`config.mk`:
```
export PLATFORM = sky130hd
export DESIGN_NAME = mtr_drv
export DESIGN_NICKNAME = d
export VERILOG_FILES = /design/src/rtl/mtr_drv_pkg.sv /design/src/rtl/mtr_drv_pwm_deadtime.sv /design/src/rtl/mtr_drv.sv
export SDC_FILE = /design/constraint.sdc
export NUM_CORES = 1
export LEC_CHECK = 0
export ABC_AREA = 1
export CORE_MARGIN = 2
export CORE_UTILIZATION = 50
export CTS_BUF_LIST = sky130_fd_sc_hd__clkbuf_8 sky130_fd_sc_hd__clkbuf_16
export DETAILED_ROUTE_END_ITERATION = 10
export PLACE_DENSITY = 0.71
export SLEW_MARGIN = 30
export SYNTH_ARGS = -nofsm -noshare
export SYNTH_HDL_FRONTEND = slang
export SYNTH_SLANG_ARGS = --single-unit
```
`constraint.sdc`:
```
create_clock -name clk -period 1.92 [get_ports clk]
set_clock_uncertainty 0.1 [all_clocks]
set_input_delay 0.288 -clock clk [delete_from_list [all_inputs] [get_ports clk]]
set_output_delay 0.288 -clock clk [all_outputs]
set_load 0.005 [all_outputs]
```
`src/rtl/mtr_drv_pkg.sv`:
```
// Shared types, defaults and the speed-to-duty mapping for the motor-drive stage.
package mtr_drv_pkg;

  // PWM counter width; the period is 2^CNT_W clocks and the duty mapping
  // below produces exactly this many bits from a 12-bit command.
  localparam int CNT_W           = 11;

  localparam int DEAD_T_DEF      = 32;
  localparam int BLANK_T_DEF     = 128;
  localparam int OVR_I_LIMIT_DEF = 8;

  // Duty value for a zero speed command (50%).
  localparam logic [CNT_W-1:0] DUTY_MID = 11'h400;

  typedef enum logic [1:0] {
    ST_IDLE  = 2'd0,
    ST_RUN   = 2'd1,
    ST_FAULT = 2'd2
  } state_t;

  // Signed command to offset-binary duty: (spd >>> 1) + 0x400.
  function automatic logic [CNT_W-1:0] spd2duty(input logic signed [11:0] spd);
    return {~spd[11], spd[10:1]};
  endfunction

endpackage

```
`src/rtl/mtr_drv_pwm_deadtime.sv`:
```
// One H-bridge leg: dead-time insertion on the raw PWM and high-side on-time
// tracking used to blank the over-current comparator after turn-on.
module pwm_deadtime
  import mtr_drv_pkg::*;
#(
  parameter int DEAD_T  = DEAD_T_DEF,
  parameter int BLANK_T = BLANK_T_DEF
) (
  input  logic clk,
  input  logic rst,
  input  logic pwm_raw,
  input  logic force_off,
  output logic PWM1,
  output logic PWM2,
  output logic hs_qual
);

  localparam int DT_W = $clog2(DEAD_T + 1);
  localparam int BL_W = $clog2(BLANK_T + 1);
  localparam logic [DT_W-1:0] DT_MAX = DT_W'(DEAD_T);
  localparam logic [BL_W-1:0] BL_MAX = BL_W'(BLANK_T);

  logic            r_raw_d;
  logic [DT_W-1:0] r_dt;
  logic [BL_W-1:0] r_on;
  logic            w_edge;
  logic [DT_W-1:0] w_dt;
  logic            w_dt_ok;

  // The edge cycle itself counts as dead-time cycle 0, so exactly DEAD_T
  // cycles after every raw edge are masked.
  assign w_edge  = pwm_raw ^ r_raw_d;
  assign w_dt    = w_edge ? '0 : r_dt;
  assign w_dt_ok = (w_dt >= DT_MAX);

  // Dead-time counter: restart on each raw edge, saturate at DEAD_T.
  always_ff @(posedge clk) begin
    // NOTE: non-blocking assignments so every register samples pre-edge values.
    if (rst) begin
      r_raw_d <= 1'b0;
      r_dt    <= '0;
    end else begin
      r_raw_d <= pwm_raw;
      r_dt    <= (w_dt < DT_MAX) ? w_dt + DT_W'(1) : w_dt;
    end
  end

  // Registered gate drives; both are gated by the same dead-time qualifier so
  // they can never overlap.
  always_ff @(posedge clk) begin
    if (rst) begin
      PWM1 <= 1'b0;
      PWM2 <= 1'b0;
    end else begin
      PWM1 <= ~force_off &  pwm_raw & w_dt_ok;
      PWM2 <= ~force_off & ~pwm_raw & w_dt_ok;
    end
  end

  // High-side on-time: counts while PWM1 is on, clears while it is off.
  always_ff @(posedge clk) begin
    if (rst) begin
      r_on <= '0;
    end else if (!PWM1) begin
      r_on <= '0;
    end else if (r_on < BL_MAX) begin
      r_on <= r_on + BL_W'(1);
    end
  end

  assign hs_qual = PWM1 & (r_on >= BL_MAX);

endmodule

```
`src/rtl/mtr_drv.sv`:
```
// Motor-drive stage: PWM period counter, per-period duty latching, raw PWM
// compare, over-current period counting and the IDLE/RUN/FAULT sequencer.
module mtr_drv
  import mtr_drv_pkg::*;
#(
  parameter int DEAD_T      = DEAD_T_DEF,
  parameter int BLANK_T     = BLANK_T_DEF,
  parameter int OVR_I_LIMIT = OVR_I_LIMIT_DEF
) (
  input  logic        clk,
  input  logic        rst,
  input  logic [11:0] lft_spd,
  input  logic [11:0] rght_spd,
  input  logic        OVR_I_lft,
  input  logic        OVR_I_rght,
  input  logic        clr_fault,
  output logic        PWM1_lft,
  output logic        PWM2_lft,
  output logic        PWM1_rght,
  output logic        PWM2_rght,
  output logic        period_strt,
  output logic        ovr_i_shtdwn
);

  localparam int OC_W = $clog2(OVR_I_LIMIT + 1);
  localparam logic [OC_W-1:0] OC_LIM = OC_W'(OVR_I_LIMIT);

  logic [CNT_W-1:0] r_cnt;
  logic [CNT_W-1:0] r_duty_l;
  logic [CNT_W-1:0] r_duty_r;
  logic             r_raw_l;
  logic             r_raw_r;
  state_t           r_state;
  state_t           w_state_nxt;
  logic [OC_W-1:0]  r_ovr_cnt;
  logic [OC_W-1:0]  w_ovr_nxt;
  logic [OC_W-1:0]  w_ovr_inc;
  logic             r_flag;
  logic             w_flag;
  logic             w_qual;
  logic             w_end;
  logic             w_force_off;
  logic             w_hsq_l;
  logic             w_hsq_r;

  assign w_end = (r_cnt == '1);

  // Period counter, duty registers (loaded only at period end) and raw compare.
  always_ff @(posedge clk) begin
    if (rst) begin
      r_cnt    <= '0;
      r_duty_l <= DUTY_MID;
      r_duty_r <= DUTY_MID;
      r_raw_l  <= 1'b0;
      r_raw_r  <= 1'b0;
    end else begin
      r_cnt   <= r_cnt + CNT_W'(1);
      r_raw_l <= (r_cnt < r_duty_l);
      r_raw_r <= (r_cnt < r_duty_r);
      if (w_end) begin
        r_duty_l <= spd2duty(lft_spd);
        r_duty_r <= spd2duty(rght_spd);
      end
    end
  end

  // A qualified over-current in the current cycle counts toward this period.
  assign w_qual    = (OVR_I_lft & w_hsq_l) | (OVR_I_rght & w_hsq_r);
  assign w_flag    = r_flag | w_qual;
  assign w_ovr_inc = (r_ovr_cnt < OC_LIM) ? r_ovr_cnt + OC_W'(1) : r_ovr_cnt;

  // Next-state and over-current counter decisions, all taken at period end.
  always_comb begin
    // NOTE: defaults first so no path through the case infers a latch.
    w_state_nxt = r_state;
    w_ovr_nxt   = r_ovr_cnt;
    case (r_state)
      ST_IDLE: begin
        if (w_end) w_state_nxt = ST_RUN;
      end
      ST_RUN: begin
        if (w_end) begin
          w_ovr_nxt = w_flag ? w_ovr_inc : '0;
          if (w_flag && (w_ovr_inc == OC_LIM)) w_state_nxt = ST_FAULT;
        end
      end
      ST_FAULT: begin
        if (w_end && clr_fault) begin
          w_state_nxt = ST_RUN;
          w_ovr_nxt   = '0;
        end
      end
      default: w_state_nxt = ST_IDLE;
    endcase
  end

  // State, over-current counter and per-period over-current flag.
  always_ff @(posedge clk) begin
    if (rst) begin
      r_state   <= ST_IDLE;
      r_ovr_cnt <= '0;
      r_flag    <= 1'b0;
    end else begin
      r_state   <= w_state_nxt;
      r_ovr_cnt <= w_ovr_nxt;
      r_flag    <= w_end ? 1'b0 : w_flag;
    end
  end

  // Gating from the next state lets the registered gate drives drop on the
  // same edge that enters FAULT, rather than one clock later.
  assign w_force_off = (w_state_nxt != ST_RUN);

  pwm_deadtime #(.DEAD_T(DEAD_T), .BLANK_T(BLANK_T)) u_leg_lft (
    .clk       (clk),
    .rst       (rst),
    .pwm_raw   (r_raw_l),
    .force_off (w_force_off),
    .PWM1      (PWM1_lft),
    .PWM2      (PWM2_lft),
    .hs_qual   (w_hsq_l)
  );

  pwm_deadtime #(.DEAD_T(DEAD_T), .BLANK_T(BLANK_T)) u_leg_rght (
    .clk       (clk),
    .rst       (rst),
    .pwm_raw   (r_raw_r),
    .force_off (w_force_off),
    .PWM1      (PWM1_rght),
    .PWM2      (PWM2_rght),
    .hs_qual   (w_hsq_r)
  );

  assign period_strt  = (r_cnt == '0);
  assign ovr_i_shtdwn = (r_state == ST_FAULT);

endmodule

```
==> flow_summary.yaml <==
floorplanning:
  start_util_pct: 51.4
  die_w_um: 90.1
  num_rows: 31
  core_mm2: 0.00721
  ios: 35
  dieHeight_um: 90.1
  die-area_mm2: 0.00812
grt:
  grt_max_degree: 29
  grt_usage_pct: 19.7
  grt_pass1_vias: 3143
  antenna_found_initial: 0
  grt_overflow: 0
  grt_pass1_wl_mm: 13.3
setup_path:
  r2r_end: "u_leg_rght.PWM1"
  setup.worst_path.start: "r_state[1]"
  r2r_cells: 10
  required_ns: 1.53
  endpoint: "ovr_i_shtdwn"
  cp_max_fo: 5
  cp.arrival_ns: 1.48
  path_class: "register to primary output"
  r2r_setup_slack_ns: 0.10
  cp-end-kind: "primary output"
  startpoint_type: "register"
  rr_startpoint: "r_cnt[1]"
logic_synthesis:
  syn-mean-instance-area_um2: 7.45
  synth-seq-area-share_pct: 41.0
  syn-num-nets: 560
  synth.distinct_cells: 33
  ys_warn_count: 0
  ys_ff_latch: 76
  syn_inst: 498
  synth_area_mm2: 0.00371
timing:
  max_slew_margin_pct: 75.7
  clock.fmax_mhz: 536
  worst_pin_slew_ns: 0.363
  setup-violations-final: 0
  min_period_over_period_pct: 97.2
  slew_viol_final: 0
  period_minus_slack_ns: 1.87
  hold_ws_ns: 0.358
  hold_viol: 0
  rsz0062_at_grt: "true"
layout:
  antenna_cells: 0
  drive_gt1_share_pct: 10.5
  fin_area_mm2: 0.00452
  final_nets: 609
  utilization_pct: 62.6
  multi_input_area_mm2: 0.00188
  regArea_mm2: 0.00152
  syn2layout_area_growth_pct: 21.9
  num-fill-cells: 674
  stdcell_count: 650
clock_network:
  cts_tree: "yes"
  cts_max_level: 3
  clk_latency_ns: 0.35
  clkSinkCount: 76
  clockBufferDepth: 2
  cts_root_buf: "clkbuf_8"
  cts_buffers: 9
  clk_pin_slew_ns: 0.08
place:
  portBuffers: 32
  dp.cells: 633
  hpwl_mm: 5.58
  gp_congestion: 0.867
  placed_area_mm2: 0.00423
detailed_routing:
  drtIter0Drc: 91
  remaining_drc_errors: 0
  vias: 3241
  firstDrtPassIters: 4
  vias_per_cell: 4.99
  wl_mm: 7.48
  wl_per_cell_um: 11.5
  ant_nets: 0
power:
  max-vdd-ir-drop_mv: 0.504
  powerDensity_mw_per_mm2: 701
  power_leakage_nw: 1.79
run:
  maxCapViolCount: 0
hold_path:
  hold_class: "register to register"
outcome:
  outcome: "finished clean"
-- where the power goes --
part | internal, mW | leakage, nW | switching [mW]
registers | 1.59 | 0.615 | 0.00825
clock network | 0.794 | 0.111 | 0.577
logic | 0.103 | 1.06 | 0.0956
-- routing by layer --
layer	GRT usage, %	vias up	routed length, um	part of all wire [%]
met5	0	-	0	0
met4	5.90	0	97	1.3
met3	5.62	12	293	3.9
met2	35.6	46	3740	50
met1	22.6	1455	3350	45
li1	-	1728	-	-
-- critical path, cell delays in order, from the launching register on --
cell and delay [ns]:
dfxtp_1 0.43, ha_4 0.20, clkdlybuf4s50_1 0.50
-- cells in the mapped netlist --
library cell,instances,area [um^2]
a21oi_1,67,335
nor4_1,1,6.26
o21ai_0,23,115
nor2_1,44,165
o2111ai_1,2,17.5
a211oi_2,1,12.5
nand2_1,77,289
buf_2,1,5.00
nor3_1,13,65.1
a21oi_2,1,8.76
a211oi_1,1,7.51
nor2_4,1,11.3
clkinv_1,1,3.75
o21a_1,1,7.51
a31oi_1,1,6.26
nand3_2,5,50.1
o21ai_1,21,105
buf_6,1,11.3
nor3b_1,2,15.0
nor2_2,1,6.26
nand4_1,7,43.8
buf_1,1,3.75
and3_1,3,18.8
ha_1,33,413
o21ai_2,1,8.76
clkbuf_1,8,30.0
nand3_1,18,90.1
dfxtp_1,76,1520
o22ai_1,1,6.26
nand2_2,2,12.5
inv_1,76,285
or2_1,2,12.5
inv_2,5,18.8
-- what timing repair did --
action	4_1_cts	5_1_grt
gates resized for setup	8	9
hold buffers	0	0
buffers inserted	0	2
pin swaps	1	3
endpoints found under the setup margin	7	10
-- how the worst min path moves through the flow --
stage,start,to,slack (ns),cells past startpoint
floorplan,lft_spd[11],r_duty_l[10],0.29,1
CTS,r_duty_r[2],r_duty_r[2],0.36,2
detailed placement,r_duty_l[5],r_duty_l[5],0.35,2
global placement,r_duty_r[6],r_duty_r[6],0.35,2
global route,r_duty_r[1],r_duty_r[1],0.39,2
finish,r_duty_r[3],r_duty_r[3],0.36,2
-- registers in the layout (all words and copies together), names as in the netlist, 2 cells and up --
signal / count
u_leg_lft.r_on: 8
r_state: 2
u_leg_lft.r_dt: 6
u_leg_rght.r_on: 8
u_leg_rght.r_dt: 6
r_ovr_cnt: 4
r_cnt: 11
r_duty_r: 11
r_duty_l: 11
-- per-stage QoR --
step	setup slack [ns]	setup TNS, ns	power [mW]
floorplan	0.303	0	1.73
global placement	0.00172	0	1.83
detailed placement	-0.0144	-0.0227	1.84
CTS	0.0160	0	3.20
global route	-0.0371	-0.100	3.29
finish	0.0540	0	3.17
-- area by class of cell --
type | count | share of cell area, %
multi-input combinational | 329 | 41.6
sequential | 76 | 33.7
timing repair buffer | 49 | 10.2
inverter | 82 | 6.87
clock buffer | 11 | 3.35
tap | 99 | 2.74
clock inverter | 4 | 1.61
-- layout by cell type (no fill, tap or decap), types with 2 or more instances in the layout --
cell type | netlist | final
nor2_2 | 1 | 3
nand2_1 | 77 | 77
nor3_1 | 13 | 13
clkdlybuf4s50_1 | 0 | 31
or2_1 | 2 | 2
bufinv_16 | 0 | 2
dfxtp_1 | 76 | 75
ha_1 | 33 | 32
inv_2 | 5 | 6
nand4_1 | 7 | 7
clkbuf_8 | 0 | 11
inv_1 | 76 | 74
o21ai_1 | 21 | 20
o21ai_2 | 1 | 2
buf_4 | 0 | 15
and3_1 | 3 | 3
nor2_1 | 44 | 42
o2111ai_1 | 2 | 2
nand2_2 | 2 | 2
nor3b_1 | 2 | 2
nand3_2 | 5 | 2
a21oi_1 | 67 | 67
nand3_1 | 18 | 18
nand3_4 | 0 | 3
o21ai_0 | 23 | 23
-- kinds of logic after synthesis --
family	count (synthesis)	synth area share [%]
buf+inv	93	9.65
fa+ha+maj	33	11.1
flops	76	41.0
compound gates	120	17.0
simple gates	176	21.2
Power figures use the tool's default switching activity.
